==> config.mk <==
export PLATFORM = sky130hd
export DESIGN_NAME = kypd_scan_ctrl_flat
export DESIGN_NICKNAME = d
export VERILOG_FILES = /design/src/rtl/kypd_scan_ctrl_if.sv /design/src/rtl/kypd_scan_ctrl.sv /design/src/flat_wrapper.sv
export SDC_FILE = /design/constraint.sdc
export NUM_CORES = 1
export LEC_CHECK = 0
export ABC_AREA = 1
export CAP_MARGIN = 20
export CORE_ASPECT_RATIO = 1.75
export CORE_UTILIZATION = 45
export CTS_CLUSTER_SIZE = 40
export DETAILED_ROUTE_END_ITERATION = 10
export PLACE_DENSITY = 0.67
export SETUP_SLACK_MARGIN = 0.3
export SLEW_MARGIN = 30
export SYNTH_ARGS = -nofsm -noshare
export SYNTH_HDL_FRONTEND = slang
export SYNTH_SLANG_ARGS = --single-unit
==> constraint.sdc <==
create_clock -name clk -period 2.7 [get_ports clk]
set_clock_uncertainty 0.2 [all_clocks]
set_input_delay 0.81 -clock clk [delete_from_list [all_inputs] [get_ports clk]]
set_output_delay 0.81 -clock clk [all_outputs]
set_load 0.02 [all_outputs]
==> src/rtl/kypd_scan_ctrl_if.sv <==
// Key-event channel of the keypad scanner: valid/ready handshake plus status flags.
interface kypd_scan_ctrl_if;
  logic       key_valid;
  logic [3:0] key_code;
  logic       key_ready;
  logic       key_held;
  logic       overflow;

  modport master (output key_valid, output key_code, output key_held, output overflow,
                  input key_ready);
  modport slave  (input key_valid, input key_code, input key_held, input overflow,
                  output key_ready);
endinterface

==> src/rtl/kypd_scan_ctrl.sv <==
// PmodKYPD 4x4 scanner: column drive, row sampling, sweep-level debounce and
// one-deep event holding register on a valid/ready channel.
module kypd_scan_ctrl #(
  parameter int SETTLE_CYCLES  = 100000,
  parameter int DEBOUNCE_SCANS = 4
) (
  input  logic                 clk,
  input  logic                 rst_n,
  input  logic [3:0]           row,
  output logic [3:0]           col,
  kypd_scan_ctrl_if.master     evt
);

  localparam int CW = (SETTLE_CYCLES > 2) ? $clog2(SETTLE_CYCLES) : 1;
  localparam int RW = $clog2(DEBOUNCE_SCANS + 1);
  localparam logic [CW-1:0] SETTLE_LAST = CW'(SETTLE_CYCLES - 1);
  localparam logic [RW-1:0] RUN_MAX     = RW'(DEBOUNCE_SCANS);
  // Candidate encoding: {found, code}; found=0 means no key (NONE)
  localparam logic [4:0] KEY_NONE = 5'b0_0000;

  typedef enum logic {ST_DRIVE = 1'b0, ST_SAMPLE = 1'b1} state_t;

  function automatic logic [3:0] key_map(input logic [1:0] c, input logic [1:0] r);
    logic [3:0] k;
    case ({c, r})
      4'b00_00: k = 4'h1;  4'b00_01: k = 4'h4;  4'b00_10: k = 4'h7;  4'b00_11: k = 4'h0;
      4'b01_00: k = 4'h2;  4'b01_01: k = 4'h5;  4'b01_10: k = 4'h8;  4'b01_11: k = 4'hF;
      4'b10_00: k = 4'h3;  4'b10_01: k = 4'h6;  4'b10_10: k = 4'h9;  4'b10_11: k = 4'hE;
      4'b11_00: k = 4'hA;  4'b11_01: k = 4'hB;  4'b11_10: k = 4'hC;  4'b11_11: k = 4'hD;
      default:  k = 4'h0;
    endcase
    return k;
  endfunction

  state_t          state_r, state_nxt_s;
  logic [CW-1:0]   cnt_r, cnt_nxt_s;
  logic [1:0]      col_idx_r, col_idx_nxt_s;
  logic [3:0]      col_r;
  logic [3:0]      row_meta_r, row_sync_r;
  logic [4:0]      cand_r, col_cand_s, sweep_cand_s;
  logic [4:0]      prev_cand_r, stable_r, stable_nxt_s, last_r, last_nxt_s;
  logic [RW-1:0]   run_r, run_nxt_s;
  logic            sample_s, sweep_end_s, evt_s;
  logic            valid_r, valid_nxt_s, held_r, ovf_r, ovf_nxt_s;
  logic [3:0]      code_r, code_nxt_s;

  // Two-flop synchronizer for the asynchronous row inputs
  always_ff @(posedge clk or negedge rst_n) begin
    if (!rst_n) begin
      row_meta_r <= 4'hF;
      row_sync_r <= 4'hF;
    end else begin
      row_meta_r <= row;
      row_sync_r <= row_meta_r;
    end
  end

  // Scan sequencer next-state: DRIVE for SETTLE_CYCLES, then one SAMPLE cycle
  always_comb begin
    state_nxt_s   = state_r;
    cnt_nxt_s     = cnt_r;
    col_idx_nxt_s = col_idx_r;
    sample_s      = 1'b0;
    case (state_r)
      ST_DRIVE: begin
        if (cnt_r == SETTLE_LAST) begin
          cnt_nxt_s   = {CW{1'b0}};
          state_nxt_s = ST_SAMPLE;
        end else begin
          cnt_nxt_s   = cnt_r + {{(CW-1){1'b0}}, 1'b1};
        end
      end
      ST_SAMPLE: begin
        sample_s      = 1'b1;
        col_idx_nxt_s = col_idx_r + 2'd1;
        state_nxt_s   = ST_DRIVE;
      end
      default: begin
        state_nxt_s   = ST_DRIVE;
        cnt_nxt_s     = {CW{1'b0}};
        col_idx_nxt_s = 2'd0;
      end
    endcase
  end

  // Candidate, debounce, event and holding-register next values
  always_comb begin
    col_cand_s = KEY_NONE;
    for (int r = 3; r >= 0; r--) begin
      if (!row_sync_r[r]) begin
        col_cand_s = {1'b1, key_map(col_idx_r, 2'(r))};
      end else begin
        col_cand_s = col_cand_s;
      end
    end
    // Earlier columns win; column 0 starts a fresh sweep
    if (col_idx_r == 2'd0 || !cand_r[4]) begin
      sweep_cand_s = col_cand_s;
    end else begin
      sweep_cand_s = cand_r;
    end
    sweep_end_s = sample_s && (col_idx_r == 2'd3);

    if (sweep_cand_s == prev_cand_r) begin
      run_nxt_s = (run_r == RUN_MAX) ? run_r : run_r + {{(RW-1){1'b0}}, 1'b1};
    end else begin
      run_nxt_s = {{(RW-1){1'b0}}, 1'b1};
    end
    if (sweep_end_s && (run_nxt_s >= RUN_MAX)) begin
      stable_nxt_s = sweep_cand_s;
    end else begin
      stable_nxt_s = stable_r;
    end

    evt_s = sweep_end_s && stable_nxt_s[4] && (stable_nxt_s != stable_r) &&
            (stable_nxt_s != last_r);
    if (evt_s) begin
      last_nxt_s = stable_nxt_s;
    end else if (sweep_end_s && !stable_nxt_s[4]) begin
      last_nxt_s = KEY_NONE;
    end else begin
      last_nxt_s = last_r;
    end

    valid_nxt_s = valid_r;
    code_nxt_s  = code_r;
    ovf_nxt_s   = 1'b0;
    if (evt_s) begin
      if (!valid_r || evt.key_ready) begin
        valid_nxt_s = 1'b1;
        code_nxt_s  = stable_nxt_s[3:0];
      end else begin
        ovf_nxt_s   = 1'b1;
      end
    end else if (valid_r && evt.key_ready) begin
      valid_nxt_s = 1'b0;
    end else begin
      valid_nxt_s = valid_r;
    end
  end

  // State and datapath registers
  always_ff @(posedge clk or negedge rst_n) begin
    if (!rst_n) begin
      state_r     <= ST_DRIVE;
      cnt_r       <= {CW{1'b0}};
      col_idx_r   <= 2'd0;
      col_r       <= 4'b1110;
      cand_r      <= KEY_NONE;
      prev_cand_r <= KEY_NONE;
      run_r       <= {RW{1'b0}};
      stable_r    <= KEY_NONE;
      last_r      <= KEY_NONE;
      valid_r     <= 1'b0;
      code_r      <= 4'h0;
      held_r      <= 1'b0;
      ovf_r       <= 1'b0;
    end else begin
      state_r   <= state_nxt_s;
      cnt_r     <= cnt_nxt_s;
      col_idx_r <= col_idx_nxt_s;
      col_r     <= ~(4'b0001 << col_idx_nxt_s);
      if (sample_s) begin
        cand_r <= sweep_cand_s;
      end
      if (sweep_end_s) begin
        prev_cand_r <= sweep_cand_s;
        run_r       <= run_nxt_s;
      end
      stable_r <= stable_nxt_s;
      last_r   <= last_nxt_s;
      valid_r  <= valid_nxt_s;
      code_r   <= code_nxt_s;
      held_r   <= stable_nxt_s[4];
      ovf_r    <= ovf_nxt_s;
    end
  end

  assign col           = col_r;
  assign evt.key_valid = valid_r;
  assign evt.key_code  = code_r;
  assign evt.key_held  = held_r;
  assign evt.overflow  = ovf_r;

endmodule

==> src/flat_wrapper.sv <==
// flat-port wrapper written by rule: the top's interface ports become plain ports
module kypd_scan_ctrl_flat 
#(
  parameter int SETTLE_CYCLES  = 100000,
  parameter int DEBOUNCE_SCANS = 4
)
  (clk, rst_n, row, col, evt_key_valid, evt_key_code, evt_key_held, evt_overflow, evt_key_ready);
  kypd_scan_ctrl_if evt_i ();
  input  logic clk;
  input  logic rst_n;
  input  logic [3:0] row;
  output logic [3:0] col;
  output wire logic [$bits(evt_i.key_valid)-1:0] evt_key_valid;
  output wire logic [$bits(evt_i.key_code)-1:0] evt_key_code;
  output wire logic [$bits(evt_i.key_held)-1:0] evt_key_held;
  output wire logic [$bits(evt_i.overflow)-1:0] evt_overflow;
  input wire logic [$bits(evt_i.key_ready)-1:0] evt_key_ready;
  assign evt_key_valid = evt_i.key_valid;
  assign evt_key_code = evt_i.key_code;
  assign evt_key_held = evt_i.key_held;
  assign evt_overflow = evt_i.overflow;
  assign evt_i.key_ready = evt_key_ready;
  kypd_scan_ctrl #(.SETTLE_CYCLES(SETTLE_CYCLES), .DEBOUNCE_SCANS(DEBOUNCE_SCANS)) u_core (.clk(clk), .rst_n(rst_n), .row(row), .col(col), .evt(evt_i));
endmodule
**Word-level counts from Yosys, hierarchy flattened**

Index checks and enable logic that the tools add are counted.

- Register bits: 62

- Multiplexer cells: 24
- Reductions and logical operators: 17
- Add/subtract/negate cells: 3
- Shift-type cells: 1
- Bitwise logic cells: 2
- Order comparisons: 1
- Eq/ne operators: 9

Operators with widths:

| kind | count |
|---|---|
| $pmux W4 S4 | 4 |
| $mux W5 | 8 |
| $add A17 B1 Y17 const B | 1 |
| $eq A17 B17 Y1 const B | 1 |
| $mux W17 | 1 |
| $ne A5 B5 Y1 | 2 |
| $logic_and A1 B1 Y1 | 7 |
| $mux W1 | 7 |
| $mux W3 | 2 |
| $eq A5 B5 Y1 | 1 |
| $eq A2 B2 Y1 const B | 2 |
| $not A4 Y4 | 1 |
| $reduce_and A2 Y1 | 2 |
| $reduce_bool A2 Y1 | 2 |
| $shl A1 B2 Y4 const A | 1 |
| $add A3 B1 Y3 const B | 1 |
| $eq A3 B3 Y1 const B | 1 |
| $ge A3 B3 Y1 const B | 1 |
| $logic_not A1 Y1 | 3 |
| $add A2 B1 Y2 const B | 1 |
| $eq A2 B1 Y1 const B | 1 |
| $logic_not A2 Y1 | 1 |
| $logic_or A1 B1 Y1 | 2 |
| $mux W2 | 1 |
| 3 further kinds | 3 |

**Logic depth before layout (Yosys ltp)**

- Depth after elaboration: 17
- Depth in mapped cells: 24
- Mapped depth without buffers: 23

**Least setup slack after synthesis**

Ideal clock, no wire load.

- Path kind: register to register
- Start: register u_core.col_idx_r[0]
- End: register u_core.code_r[0], in the netlist u_core.evt.key_code[0]
- Cell stages (with the launch flop): 21
- Path buffers: 1
- Data arrival time: 2296 ps
- Setup slack: 87 ps
- Required time: 2383 ps
- Cell sequence: dfrtp_1 -> inv_1 -> ha_1 -> inv_2 -> nand2_4 -> or2_1 -> nand2_2 -> nand2_2 -> nand2_2 -> nand3_2 -> nor2_4 -> buf_6 -> nand4_1 -> o21ai_1 -> nor2_1 -> nand2_2 -> nand2_4 -> inv_2 -> nand3_1 -> nand2_1 -> nand2_1

- Word-level cells in the longest chain between the ends: 16
- Elaborated cells on any way between the ends: 26
- Those cells by class: 1 x order compare; 6 x eq/ne; 11 x mux; 8 x reduce/logical

RTL lines:

| element | line | RTL |
|---|---|---|
| from (decl) | kypd_scan_ctrl.sv:37 | `logic [1:0] col_idx_r, col_idx_nxt_s;` |
| from (signal assigned) | kypd_scan_ctrl.sv:161 | `col_idx_r <= col_idx_nxt_s;` |
| $eq A2 B2 Y1 (tied with other cells) | kypd_scan_ctrl.sv:25, kypd_scan_ctrl.sv:102 |  |
| $pmux W4 S4 | kypd_scan_ctrl.sv:25 | `case ({c, r})` |
| $mux W5 (4 in series) | kypd_scan_ctrl.sv:90 | `if (!row_sync_r[r]) begin` |
| $mux W5 | kypd_scan_ctrl.sv:97 | `if (col_idx_r == 2'd0 \|\| !cand_r[4]) begin` |
| $eq A5 B5 Y1 | kypd_scan_ctrl.sv:104 | `if (sweep_cand_s == prev_cand_r) begin` |
| $mux W3 | kypd_scan_ctrl.sv:104 |  |
| $ge A3 B3 Y1 | kypd_scan_ctrl.sv:109 | `if (sweep_end_s && (run_nxt_s >= RUN_MAX)) begin` |
| $logic_and A1 B1 Y1 | kypd_scan_ctrl.sv:109 |  |
| $mux W5 | kypd_scan_ctrl.sv:109 |  |
| $ne A5 B5 Y1 or $logic_and A1 B1 Y1 (tied branches) | kypd_scan_ctrl.sv:115 | `evt_s = sweep_end_s && stable_nxt_s[4] && (stable_nxt_s != stable_r) &&` |
| $logic_and A1 B1 Y1 (2 in series) | kypd_scan_ctrl.sv:115 |  |
| $reduce_and A2 Y1 (no line) | -- |  |
| to (signal assigned) | kypd_scan_ctrl.sv:173 | `code_r <= code_nxt_s;` |
| to (decl) | kypd_scan_ctrl.sv:45 | `logic [3:0] code_r, code_nxt_s;` |

Parallel ways exist; a longest one is shown, timed or not. The select of a mux whose other input is x is not followed.
A chain may end at the register's enable or synchronous reset.

**Worst setup path after layout**

- Start: register u_core.col_idx_r[0]
- End: register u_core.code_r[1], in the netlist u_core.evt.key_code[1]

Same word-level chain as after synthesis.

==> impl_metrics.tcl <==
set metrics [dict create \
    drc_errors 0 \
    grt_pass1_vias 2868 \
    via_per_inst 5.17 \
    globalRouteOverflowTotal 0 \
    synth_edf_count 0 \
    hpwl_um 5490 \
    clock_sinks 61 \
    crit_path_start_kind "register" \
    final_cell_mix "nand2_1 (73), dfrtp_1 (48), inv_1 (47), buf_4 (39), nand2_2 (36)" \
    ir_worst_vdd_mv 0.412 \
    combPwrFrac_pct 3.6 \
    worstSkewPairLatency_ns 0.33 \
    dieArea_mm2 0.00761 \
    final_layout_size_suffix_gt1_share_pct 37.9 \
    yosysWarnings 0 \
    crit_arrival_ns 2.79 \
    clk_pin_slew_ns 0.05 \
    grt_setup_unrepaired "yes" \
    drt_iter0_drc 217 \
    core_mm2 0.00696 \
    critPathRequiredTime_ns 2.76 \
    critPathKind "register to register" \
    drt_wl_total_um 8100 \
    antenna_cells 0 \
    numCtsBuffers 9 \
    dr.pass1.iters 4 \
    maxSlewViolCount 0 \
    grt_pass1_wl_um 12700 \
    drv_cap 0 \
    clkPwrFrac_pct 53.4 \
    grt_usage_pct 23.1 \
    async_reset_ff_share_pct 100 \
    wl_per_cell_um 14.4 \
    hp-class "register to register" \
    pre_cts_ws_ns -0.184 \
    synth_area_leaders "dfrtp_1 (38%), nand2_1 (11%), dfstp_2 (8.9%)" \
    synth_top_cell_by_area "dfrtp_1" \
    internal_power_uw 1720 \
    synth.net_count 421 \
    synth_seq_cells 61 \
    relSlewSlack_pct 64.8 \
    yosysSeqAreaShare_pct 47.2 \
    ys_types 37 \
    die_w_um 66.4 \
    syn_area_mm2 0.00326 \
    timing_hold_violations_final 0 \
    end_kind "register" \
    switching_share_pct 20.9 \
    p_per_area_mw_per_mm2 477 \
    whs_ns 0.150 \
    clockBufferDepth 2 \
    power_switching_uw 453 \
    critPathMaxFanout 8 \
    synthFlopType "dfrtp_1" \
    io_buffers 17 \
    setup_viol 3 \
    worst_slew_pin_slew_ns 0.528 \
    max_freq_mhz 367 \
    p_seq_share_pct 43.0 \
    grt_max_degree 41 \
    nNetsFinal 490 \
    area_growth_pct 39.5 \
    violations "setup timing" \
    final_common_cell "nand2_1" \
    p_leak_uw 0.00217 \
    root_buffer "clkbuf_16" \
    yosysTopAreaCellShare_pct 38.4 \
    via_count 2914 \
    fillers 576 \
    htreeDepth 3 \
    syn-instance-count 406 \
    dieHeight_um 115 \
    cts_tree "done" \
    r2r_slack_ns -0.03 \
    rows 40 \
    grt_antenna_before_repair 0 \
    status "complete, but fails checks" \
    initial_utilization_pct 46.9 \
    min_period_ns 2.73 \
    place_congestion 0.861 \
    avgSynthCellArea_um2 8.03 \
    timing.final.crit_share_pct 101 \
    antenna_left 0 \
    ctsHoldBuffers 0 \
    pin_count 18 \
    setup_ws_ns -0.0263 \
]
[metal layers]
layer	part of all wire (%)	global-route usage, %	wire length, µm
met3	2.8	5.68	223
met1	36	22.6	2930
met5	0	0	0
met2	56	41.0	4510
met4	5.4	16.5	439
[stage by stage]
stage	instances	total power [µW]	setup TNS, ns	area [µm²]	utilization (%)
finish	564	2170	-0.0381	4550	65.4
global route	564	2240	-1.67	4550	65.4
CTS	554	2180	0	4230	60.8
detailed placement	529	1020	-1.80	3740	53.7
global placement	529	1010	-1.04	3740	53.7
floorplan	406	972	0	3280	-
[kinds of logic after synthesis]
family / synth area share (%)
buf+inv: 8.48
simple gates: 33.8
compound gates: 6.14
flops: 47.2
xor+xnor: 1.34
fa+ha+maj: 3.07
[cell usage after synthesis (2+ instances only)]
cell      count
nor2_4        3
nor2_1       30
nand3_2       3
dfstp_2      11
nand2_1      99
o21bai_1      2
inv_1        54
nand4_1      12
buf_6         2
nor3b_1       5
or2_1         2
o21ai_0      20
a211oi_1      3
xor2_1        4
nor4_1        2
nand3_1      45
nor2_2        4
nor3_1        3
ha_1          8
a21oi_1       7
inv_2         5
nand3b_1      3
nand2_2      13
clkbuf_1      2
dfrtp_1      50
nand2_4       3
[registers in the layout, indices dropped and copies added, names as in the netlist, 2 cells and up]
| name | count |
|---|---|
| u_core.prev_cand_r | 5 |
| u_core.col_idx_r | 2 |
| u_core.cand_r | 5 |
| u_core.run_r | 3 |
| u_core.last_r | 5 |
| u_core.cnt_r | 17 |
| u_core.evt.key_code | 4 |
| u_core.row_meta_r | 4 |
| u_core.row_sync_r | 4 |
| u_core.col | 4 |
| u_core.stable_r | 4 |
[cell type report]
cell class / count / area (µm²) / share of cell area [%]
Inverter: 61 / 238 / 5.23
Clock inverter: 4 / 47.5 / 1.05
Clock buffer: 12 / 256 / 5.64
Timing Repair Buffer: 64 / 574 / 12.6
Tap cell: 84 / 105 / 2.31
Multi-Input combinational cell: 278 / 1790 / 39.2
Sequential cell: 61 / 1540 / 33.9
[repair_timing]
item,CTS,global route
gates resized for setup,33,62
buffers inserted,8,9
cloned,1,1
pin swaps,11,26
setup endpoints to repair,22,17
[worst paths after layout]
check / startpoint / to / cells after the start
max in group asynchronous: rst_n / u_core.row_meta_r[3] / 2
min in group asynchronous: rst_n / u_core.cnt_r[8] / 1
worst min register to register: u_core.row_meta_r[1] / u_core.row_sync_r[1] / 0
worst min-delay path: u_core.row_meta_r[1] / u_core.row_sync_r[1] / 0
worst max register to register: u_core.col_idx_r[0] / u_core.evt.key_code[1] / 19
worst max-delay path: u_core.col_idx_r[0] / u_core.evt.key_code[1] / 19
[worst max-delay path, cell delays in order, from the launching register on]
cell	delay [ns]
dfrtp_1	0.39
inv_2	0.07
ha_4	0.17
inv_6	0.08
nand2_8	0.07
or2_4	0.24
nand2_2	0.07
nand2_2	0.05
nand2_2	0.07
nand3_4	0.08
nor2_4	0.19
buf_12	0.16
nand3_4	0.08
nand3b_1	0.11
nand2_2	0.08
nand3_2	0.09
nor2_2	0.05
nor2_4	0.19
nand3_1	0.11
nand2_1	0.09
[power groups by stage]
| stage | clock (µW) | sequential (µW) | combinational, µW |
|---|---|---|---|
| after floorplan | 0 | 945 | 27.0 |
| after global placement | 0 | 947 | 66.7 |
| after detailed placement | 0 | 947 | 68.3 |
| after CTS | 1180 | 932 | 73.8 |
| after global routing | 1220 | 933 | 88.0 |
| final | 1160 | 933 | 79.2 |
No activity file was read; power rests on OpenSTA's default activity.
